### config.mk
export PLATFORM = sky130hd
export DESIGN_NAME = rgb_word_packer
export DESIGN_NICKNAME = d
export VERILOG_FILES = /design/src/rtl/rgb_word_packer.sv
export SDC_FILE = /design/constraint.sdc
export NUM_CORES = 1
export LEC_CHECK = 0
export BUFFER_PORTS_ARGS = -buffer_cell sky130_fd_sc_hd__buf_2
export CORE_ASPECT_RATIO = 0.6
export CORE_MARGIN = 2
export CORE_UTILIZATION = 55
export CTS_CLUSTER_SIZE = 25
export DETAILED_ROUTE_END_ITERATION = 10
export PLACE_DENSITY_LB_ADDON = 0.25
export SYNTH_ARGS = -nofsm -noshare
export SYNTH_HDL_FRONTEND = slang
export SYNTH_SLANG_ARGS = --single-unit
### constraint.sdc
create_clock -name aclk -period 2.5 [get_ports aclk]
set_input_delay 0.5 -clock aclk [delete_from_list [all_inputs] [get_ports aclk]]
set_output_delay 0.5 -clock aclk [all_outputs]
set_load 0.02 [all_outputs]
### src/rtl/rgb_word_packer.sv
// Packs 24-bit RGB pixels into 32-bit AXI4-Stream words (4 pixels -> 3 words).
// Line ends drive tlast, frame starts drive tuser; partial words are flushed on eol.
module rgb_word_packer (
  input  logic        aclk,
  input  logic        areset,
  input  logic [7:0]  r,
  input  logic [7:0]  g,
  input  logic [7:0]  b,
  input  logic        valid,
  input  logic        sof,
  input  logic        eol,
  output logic        in_stream_ready,
  output logic [31:0] out_stream_tdata,
  output logic [3:0]  out_stream_tkeep,
  output logic        out_stream_tlast,
  output logic        out_stream_tuser,
  output logic        out_stream_tvalid,
  input  logic        out_stream_tready,
  output logic        sync_err
);

  typedef enum logic {IDLE_PACK, FLUSH} state_t;

  state_t      r_state, w_state_nxt;
  logic [23:0] r_acc, w_acc_nxt;
  logic [1:0]  r_cnt, w_cnt_nxt;
  logic [1:0]  r_phase, w_phase_nxt;
  logic [15:0] r_fl_data, w_fl_data_nxt;
  logic [3:0]  r_fl_keep, w_fl_keep_nxt;
  logic        r_sof_pend;
  logic        r_sync_err;
  logic        r_tvalid;
  logic [31:0] r_tdata;
  logic [3:0]  r_tkeep;
  logic        r_tlast;
  logic        r_tuser;

  logic        w_out_free;
  logic        w_ready;
  logic        w_accept;
  logic        w_resync;
  logic [1:0]  w_phase;
  logic        w_load;
  logic [31:0] w_word;
  logic [3:0]  w_keep;
  logic        w_last;

  assign w_out_free = !r_tvalid || out_stream_tready;
  assign w_ready    = !areset && (r_state == IDLE_PACK) && w_out_free;
  assign w_accept   = valid && w_ready;
  // A sof arriving with bytes pending restarts packing at phase 0 with this pixel.
  assign w_resync   = sof && (r_cnt != 2'd0);
  assign w_phase    = w_resync ? 2'd0 : r_phase;

  always_comb begin
    w_state_nxt   = r_state;
    w_acc_nxt     = r_acc;
    w_cnt_nxt     = r_cnt;
    w_phase_nxt   = r_phase;
    w_fl_data_nxt = r_fl_data;
    w_fl_keep_nxt = r_fl_keep;
    w_load        = 1'b0;
    w_word        = '0;
    w_keep        = '0;
    w_last        = 1'b0;
    case (r_state)
      IDLE_PACK: begin
        if (w_accept) begin
          case (w_phase)
            2'd0: begin
              if (eol) begin
                w_load      = 1'b1;
                w_word      = {8'h00, b, g, r};
                w_keep      = 4'b0111;
                w_last      = 1'b1;
                w_cnt_nxt   = 2'd0;
                w_phase_nxt = 2'd0;
              end else begin
                w_acc_nxt   = {b, g, r};
                w_cnt_nxt   = 2'd3;
                w_phase_nxt = 2'd1;
              end
            end
            2'd1: begin
              w_load = 1'b1;
              w_word = {r, r_acc};
              w_keep = 4'b1111;
              if (eol) begin
                w_fl_data_nxt = {b, g};
                w_fl_keep_nxt = 4'b0011;
                w_state_nxt   = FLUSH;
                w_cnt_nxt     = 2'd0;
                w_phase_nxt   = 2'd0;
              end else begin
                w_acc_nxt   = {8'h00, b, g};
                w_cnt_nxt   = 2'd2;
                w_phase_nxt = 2'd2;
              end
            end
            2'd2: begin
              w_load = 1'b1;
              w_word = {g, r, r_acc[15:0]};
              w_keep = 4'b1111;
              if (eol) begin
                w_fl_data_nxt = {8'h00, b};
                w_fl_keep_nxt = 4'b0001;
                w_state_nxt   = FLUSH;
                w_cnt_nxt     = 2'd0;
                w_phase_nxt   = 2'd0;
              end else begin
                w_acc_nxt   = {16'h0000, b};
                w_cnt_nxt   = 2'd1;
                w_phase_nxt = 2'd3;
              end
            end
            default: begin
              w_load      = 1'b1;
              w_word      = {b, g, r, r_acc[7:0]};
              w_keep      = 4'b1111;
              w_last      = eol;
              w_cnt_nxt   = 2'd0;
              w_phase_nxt = 2'd0;
            end
          endcase
        end
      end
      FLUSH: begin
        if (w_out_free) begin
          w_load      = 1'b1;
          w_word      = {16'h0000, r_fl_data};
          w_keep      = r_fl_keep;
          w_last      = 1'b1;
          w_state_nxt = IDLE_PACK;
        end
      end
      default: w_state_nxt = IDLE_PACK;
    endcase
  end

  always_ff @(posedge aclk) begin
    if (areset) r_state <= IDLE_PACK;
    else        r_state <= w_state_nxt;
  end

  always_ff @(posedge aclk) begin
    if (areset) begin
      r_acc      <= '0;
      r_cnt      <= '0;
      r_phase    <= '0;
      r_fl_data  <= '0;
      r_fl_keep  <= '0;
      r_sof_pend <= 1'b0;
      r_sync_err <= 1'b0;
      r_tvalid   <= 1'b0;
      r_tdata    <= '0;
      r_tkeep    <= '0;
      r_tlast    <= 1'b0;
      r_tuser    <= 1'b0;
    end else begin
      r_acc     <= w_acc_nxt;
      r_cnt     <= w_cnt_nxt;
      r_phase   <= w_phase_nxt;
      r_fl_data <= w_fl_data_nxt;
      r_fl_keep <= w_fl_keep_nxt;
      if (w_accept && w_resync) r_sync_err <= 1'b1;
      // A sof pixel that itself completes a word tags that word directly.
      if (w_load)                r_sof_pend <= 1'b0;
      else if (w_accept && sof)  r_sof_pend <= 1'b1;
      if (w_load) begin
        r_tvalid <= 1'b1;
        r_tdata  <= w_word;
        r_tkeep  <= w_keep;
        r_tlast  <= w_last;
        r_tuser  <= r_sof_pend || (w_accept && sof);
      end else if (out_stream_tready) begin
        r_tvalid <= 1'b0;
      end
    end
  end

  assign in_stream_ready   = w_ready;
  assign out_stream_tdata  = r_tdata;
  assign out_stream_tkeep  = r_tkeep;
  assign out_stream_tlast  = r_tlast;
  assign out_stream_tuser  = r_tuser;
  assign out_stream_tvalid = r_tvalid;
  assign sync_err          = r_sync_err;

endmodule
== Word level (Yosys, flattened, before mapping) ==
Cells that the tools add are included.
Storage, ports and cells
  flip-flop bits (word level): 90
  word-level logic and storage cells: 81
Operators by class
  bitwise operators: 1
  equality and inequality tests: 7
  reduce and logical (&&, ||, !) cells: 20
  multiplexer cells: 40
Operator list (count)
  24-bit 2-to-1 mux: 4
  32-bit one-hot mux with 3 select lines: 1
  24-bit one-hot mux with 3 select lines: 1
  32-bit one-hot mux with 2 select lines: 1
  16-bit 2-to-1 mux: 3
  32-bit 2-to-1 mux: 1
  16-bit one-hot mux with 2 select lines: 1
  4-bit 2-to-1 mux: 5
  4-bit one-hot mux with 2 select lines: 2
  2-bit one-hot mux with 3 select lines: 2
  1-bit 2-to-1 mux: 11
  2-bit != test (second input constant): 5
  1-bit one-hot mux with 2 select lines: 4
  1-bit logical AND: 6
  2-bit 2-to-1 mux: 3
  6-bit AND reduction: 1
  2-bit nonzero test: 3
  5-bit AND reduction: 1
  2-bit OR reduction: 2
  3-bit 2-to-1 mux: 1
  3-bit nonzero test: 1
  2-bit by 1-bit == test with 1-bit output (second input constant): 1
  2-bit == test (second input constant): 1
  1-bit logical NOT: 2
  other kinds (4): 5

== Logic depth before layout (Yosys ltp) ==
  depth in word-level cells: 8
  mapped depth: 11
  gate-level depth less buffers: 8

== Worst setup path after synthesis ==
OpenSTA, ideal clock, no wires.
  path kind: input-to-reg
  start point: input sof
  end point: register r_acc[0]
  setup slack: 0.265 ns
  path buffers: 3
  data required time: 2.368 ns
  arrival: 2.103 ns
  cell stages on the path: 10
  path through: nor2b_1 inv_1 ha_1 and2_1 buf_6 or3_1 buf_6 buf_6 o21ai_1 a21oi_1
On the way
  cells in the longest elaborated chain, start to end: 5
Ends and longest elaborated chain
  start, declared: RTL line 10  | input logic sof,
  1-bit logical AND *: RTL line 52  | assign w_resync = sof && (r_cnt != 2'd0);
  2-bit 2-to-1 mux *: RTL line 53  | assign w_phase = w_resync ? 2'd0 : r_phase;
  2-bit by 1-bit == test with 1-bit output (tied with other cells): RTL line 69  | case (w_phase)
  2-bit != test (no source line) or 3-bit nonzero test (tied branches)
  6-bit AND reduction (no source line)
  end signal, assigned: RTL line 160  | r_acc <= w_acc_nxt;
  end, declared: RTL line 25  | logic [23:0] r_acc, w_acc_nxt;
Mark *: on every way between the ends. The rest lies on a longest branch, timed or not.
A chain may end at the register's enable or synchronous reset.

== Worst setup path in the final report ==
  start point: register r_cnt[0]
  end point: register r_tdata[21] (netlist: out_stream_tdata[21])
On the way
  cells in the longest elaborated chain, start to end: 7
Ends and longest elaborated chain
  start, declared: RTL line 26  | logic [1:0] r_cnt, w_cnt_nxt;
  start signal, assigned: RTL line 161  | r_cnt <= w_cnt_nxt;
  2-bit nonzero test *: RTL line 52
  1-bit logical AND *: RTL line 52
  2-bit 2-to-1 mux *: RTL line 53
  2-bit == test (tied with other cells): RTL line 69
  32-bit one-hot mux with 3 select lines or 1-bit 2-to-1 mux (tied branches): RTL line 69
  32-bit 2-to-1 mux or 1-bit 2-to-1 mux (tied branches): RTL line 68  | if (w_accept) begin
  32-bit one-hot mux with 2 select lines or 1-bit one-hot mux with 2 select lines (tied branches): RTL line 66  | case (r_state)
  end signal, assigned: RTL line 171  | r_tdata <= w_word;
  end, declared: RTL line 33  | logic [31:0] r_tdata;
Marked as above.

==> out/qor.csv <==
stage;metric;value;unit
setup_path;slowest cell on the critical path;nor3_4;
yosys;largest family of logic cells by synthesized area;compound AO/OA/AOI/OAI gates;
yosys;post-synth cell types;42;
setup_path;Worst EP arrival;2.61;ns
yosys;mux cell area share after synthesis;1.88;%
yosys;Syn Inst Count;494;
hold_path;hold_sp;r_cnt[1];
setup_path;critical path type;flip-flop to flip-flop;
floorplan;Cell Rows;24;
yosys;Synth Area in Compound Gates;31.7;%
global_route;largest net degree at the start of global routing;36;
sta;Final min period;2.32;ns
power;Leak;1.99;nW
cells_and_area;Design Area, Final;0.00497;mm²
setup_path;Req. time, crit path;2.79;ns
floorplan;die area;0.00849;mm²
setup_path;worst path cell trace;o21ai_0 > nand2_1 > ha_1 > nand2b_1 > and4_1 > nor3_4 > a22o_1;
drt;Iter 0 DRT Violations;589;
cells_and_area;Area Growth Syn to Fin;16.6;%
hold_path;Worst Hold End;r_cnt[1];
cells_and_area;final std cells w/o fill;658;
drt;vias per cell;6.45;
sta;Final Hold Viols;0;
clock_tree;Clk Latency, worst-skew pair;0.35;ns
clock_tree;number of CTS-inserted buffers;9;
hold_path;Hold Path Class;flip-flop to flip-flop;
floorplan;# IOs;71;
yosys;adder-cell area share of the yosys netlist;1.17;%
power;total chip power;3.18;mW
yosys;Syn Area/Cell;8.63;µm²
setup_path;r2r startpoint;r_cnt[0];
cells_and_area;Final Util;67.3;%
clock_tree;root buf cell;clkbuf_16;
floorplan;Die Y;72.2;µm
clock_tree;CTS resizes;0;
yosys;Synth Area in XOR/XNOR;0;%
setup_path;Crit path largest cell delay;0.82;ns
setup_path;Worst R2R Path Depth;7;
placement;dpl cells;642;
yosys;Synth area leaders;dfxtp_1, a21oi_1, a22oi_1;
global_route;all-layer global routing usage;33.2;%
placement;Buffers on Ports;70;
clock_tree;Worst-path clk slew;0.06;ns
setup_path;CP delay by family, top;simple AND/OR/NAND/NOR gates;
drt;drt first pass iters;5;
yosys;Main synth FF type;dfxtp_1;
sta;crit share post-route;92.7;%
yosys;post-synthesis simple-gate area fraction;16.8;%
yosys;Syn Nets;528;
drt;DRC viols;0;
setup_path;internal reg-to-reg setup slack;0.18;ns
setup_path;buffers and inverters on the worst path;0;
sta;Worst Max-Slew Pin Slew;1.01;ns
floorplan;Initial Util;57.7;%
yosys;post-synthesis sequential area ratio;40.9;%
placement;dpl ws;-0.0592;ns
sta;count of pins over their slew limit;0;
run_status;outcome;finished clean;
setup_path;r2r endpoint;out_stream_tdata[21];
global_route;vias in the first global route;3728;
cells_and_area;diode count;0;
sta;highest clock rate;0.431;GHz
yosys;Post-synth ARST share;0;%
global_route;GR Overflow Total;0;
sta;Fin Clk Skew;0.00497;ns
power;Power Dens Cells;639;mW/mm²
sta;Rel. slew slack;32.7;%
power;Peak supply drop;0.484;mV
yosys;top cell type by total area after synthesis;dfxtp_1;
global_route;first-pass GRT wire length;21.5;mm
setup_path;CP endpoint kind;flip-flop;
placement;routability cong.;0.959;
yosys;synthesized cell area;0.00426;mm²
drt;final wirelength;14.0;mm
hold_path;Hold Crit Depth;2;
run;maximum capacitance violations;0;
clock_tree;Max clock buf depth;2;
sta;Setup violations, final;0;
setup_path;CP max FO;25;
yosys;EDFF count, synth;0;
floorplan;core footprint;0.00739;mm²
clock_tree;clk sink count;87;
clock_tree;CTS tree;yes;
placement;DP HPWL;9.73;mm
cells_and_area;layout cells sized above 1;21.5;%
drt;Routed wire per std cell;21.2;µm
yosys;synthesized flop and latch total;87;
cells_and_area;Layout Nets;583;
global_route;initial antenna violation count;0;
yosys;count leader, synth;dfxtp_1;
sta;worst setup margin;0.182;ns
yosys;Synth top area share;40.9;%
placement;placed cell area;0.00468;mm²
sta;RSZ-0062 raised after global routing;no;
clock_tree;Post-CTS Hold Buffers;0;
clock_tree;CTS H-Tree Depth;3;
yosys;Synth top cells by count;dfxtp_1, a21oi_1, a22oi_1, nand2_1, o21ai_0;
drt;Vias;4247;
setup_path;Startpoint Class;flip-flop;
clock_tree;Post-CTS Setup Inserts;0;
drt;Post-DRT Antenna Nets;0;
floorplan;Die Wd;118;µm
yosys;Synthesis Warnings;0;
[tightest hold or removal path: stages (launching register included)]
cell     delay [ns]
dfxtp_1        0.31
nand2_1        0.05
a21oi_1        0.05
[registers in the layout, summed over array words and instances (netlist names)]
signal	flops
out_stream_tdata	32
r_acc	24
r_fl_data	16
out_stream_tkeep	4
r_cnt	2
r_fl_keep	2
out_stream_tlast	1
out_stream_tuser	1
out_stream_tvalid	1
r_phase	1
r_sof_pend	1
r_state	1
sync_err	1
[metrics by stage]
stage	hold WS (ns)	TNS (ns)
finish	0.452	0
global route	0.478	0
CTS	0.451	0
detailed placement	0.442	-0.687
global placement	0.435	0
floorplan	0.427	0
[cells by family (layout without fill, tap and decap cells)]
group | after synthesis | after routing
simple gates | 135 | 135
compound gates | 197 | 197
fa+ha+maj | 4 | 4
flops | 87 | 87
buf+inv | 63 | 123
mux | 8 | 8
[worst max path at each step]
stage | startpoint | to | slack, ns | cells after the start
after global placement | sof | out_stream_tdata[2] | 0.06 | 9
after global routing | r_cnt[0] | out_stream_tdata[20] | 0.001 | 7
after CTS | r_cnt[0] | out_stream_tdata[21] | 0.19 | 7
final | r_cnt[0] | out_stream_tdata[21] | 0.18 | 7
after floorplan | sof | r_acc[0] | 0.26 | 10
after detailed placement | sof | out_stream_tdata[21] | -0.06 | 8
[routing by layer]
metal | part of all wire [%] | wire [µm] | GRT usage, %
met2 | 40 | 5600 | 45.3
met3 | 14 | 1910 | 10.8
met4 | 1.6 | 220 | 8.84
met5 | 0 | 0 | 0
met1 | 45 | 6240 | 50.0
[placed cells by master (no fill, tap or decap), types with 4 or more instances in the layout]
cell type,netlist,final
a22o_1,16,16
a311o_1,4,4
buf_2,21,70
nand3b_1,8,8
and3_1,6,6
a22oi_1,31,31
buf_4,2,23
a221o_1,20,20
nand2_1,31,31
a21oi_1,54,54
o21ai_1,8,8
clkbuf_16,0,9
inv_1,12,12
ha_1,4,4
nand4_1,10,10
nor3_1,11,11
nand3_1,14,14
o21ai_0,28,28
a221oi_1,4,4
nor2b_1,10,10
mux2i_1,8,8
nand2b_1,6,6
dfxtp_1,87,87
a211oi_1,21,21
nor2_1,25,25
[power by group]
part,switching [mW],leakage [nW],internal (mW)
Clock,0.594,0.137,0.714
Combinational,0.272,1.15,0.137
Sequential,0.0272,0.706,1.43
[layout make-up]
cell class                      count  area, µm²
Tap cell                          104        130
Inverter                           12       45.0
Fill cell                         649       2420
Sequential cell                    87       1740
Clock inverter                      6       52.6
Timing Repair Buffer               95        563
Multi-Input combinational cell    344       2200
Clock buffer                       10        239
Note: power is estimated with default switching activity, not from simulation.
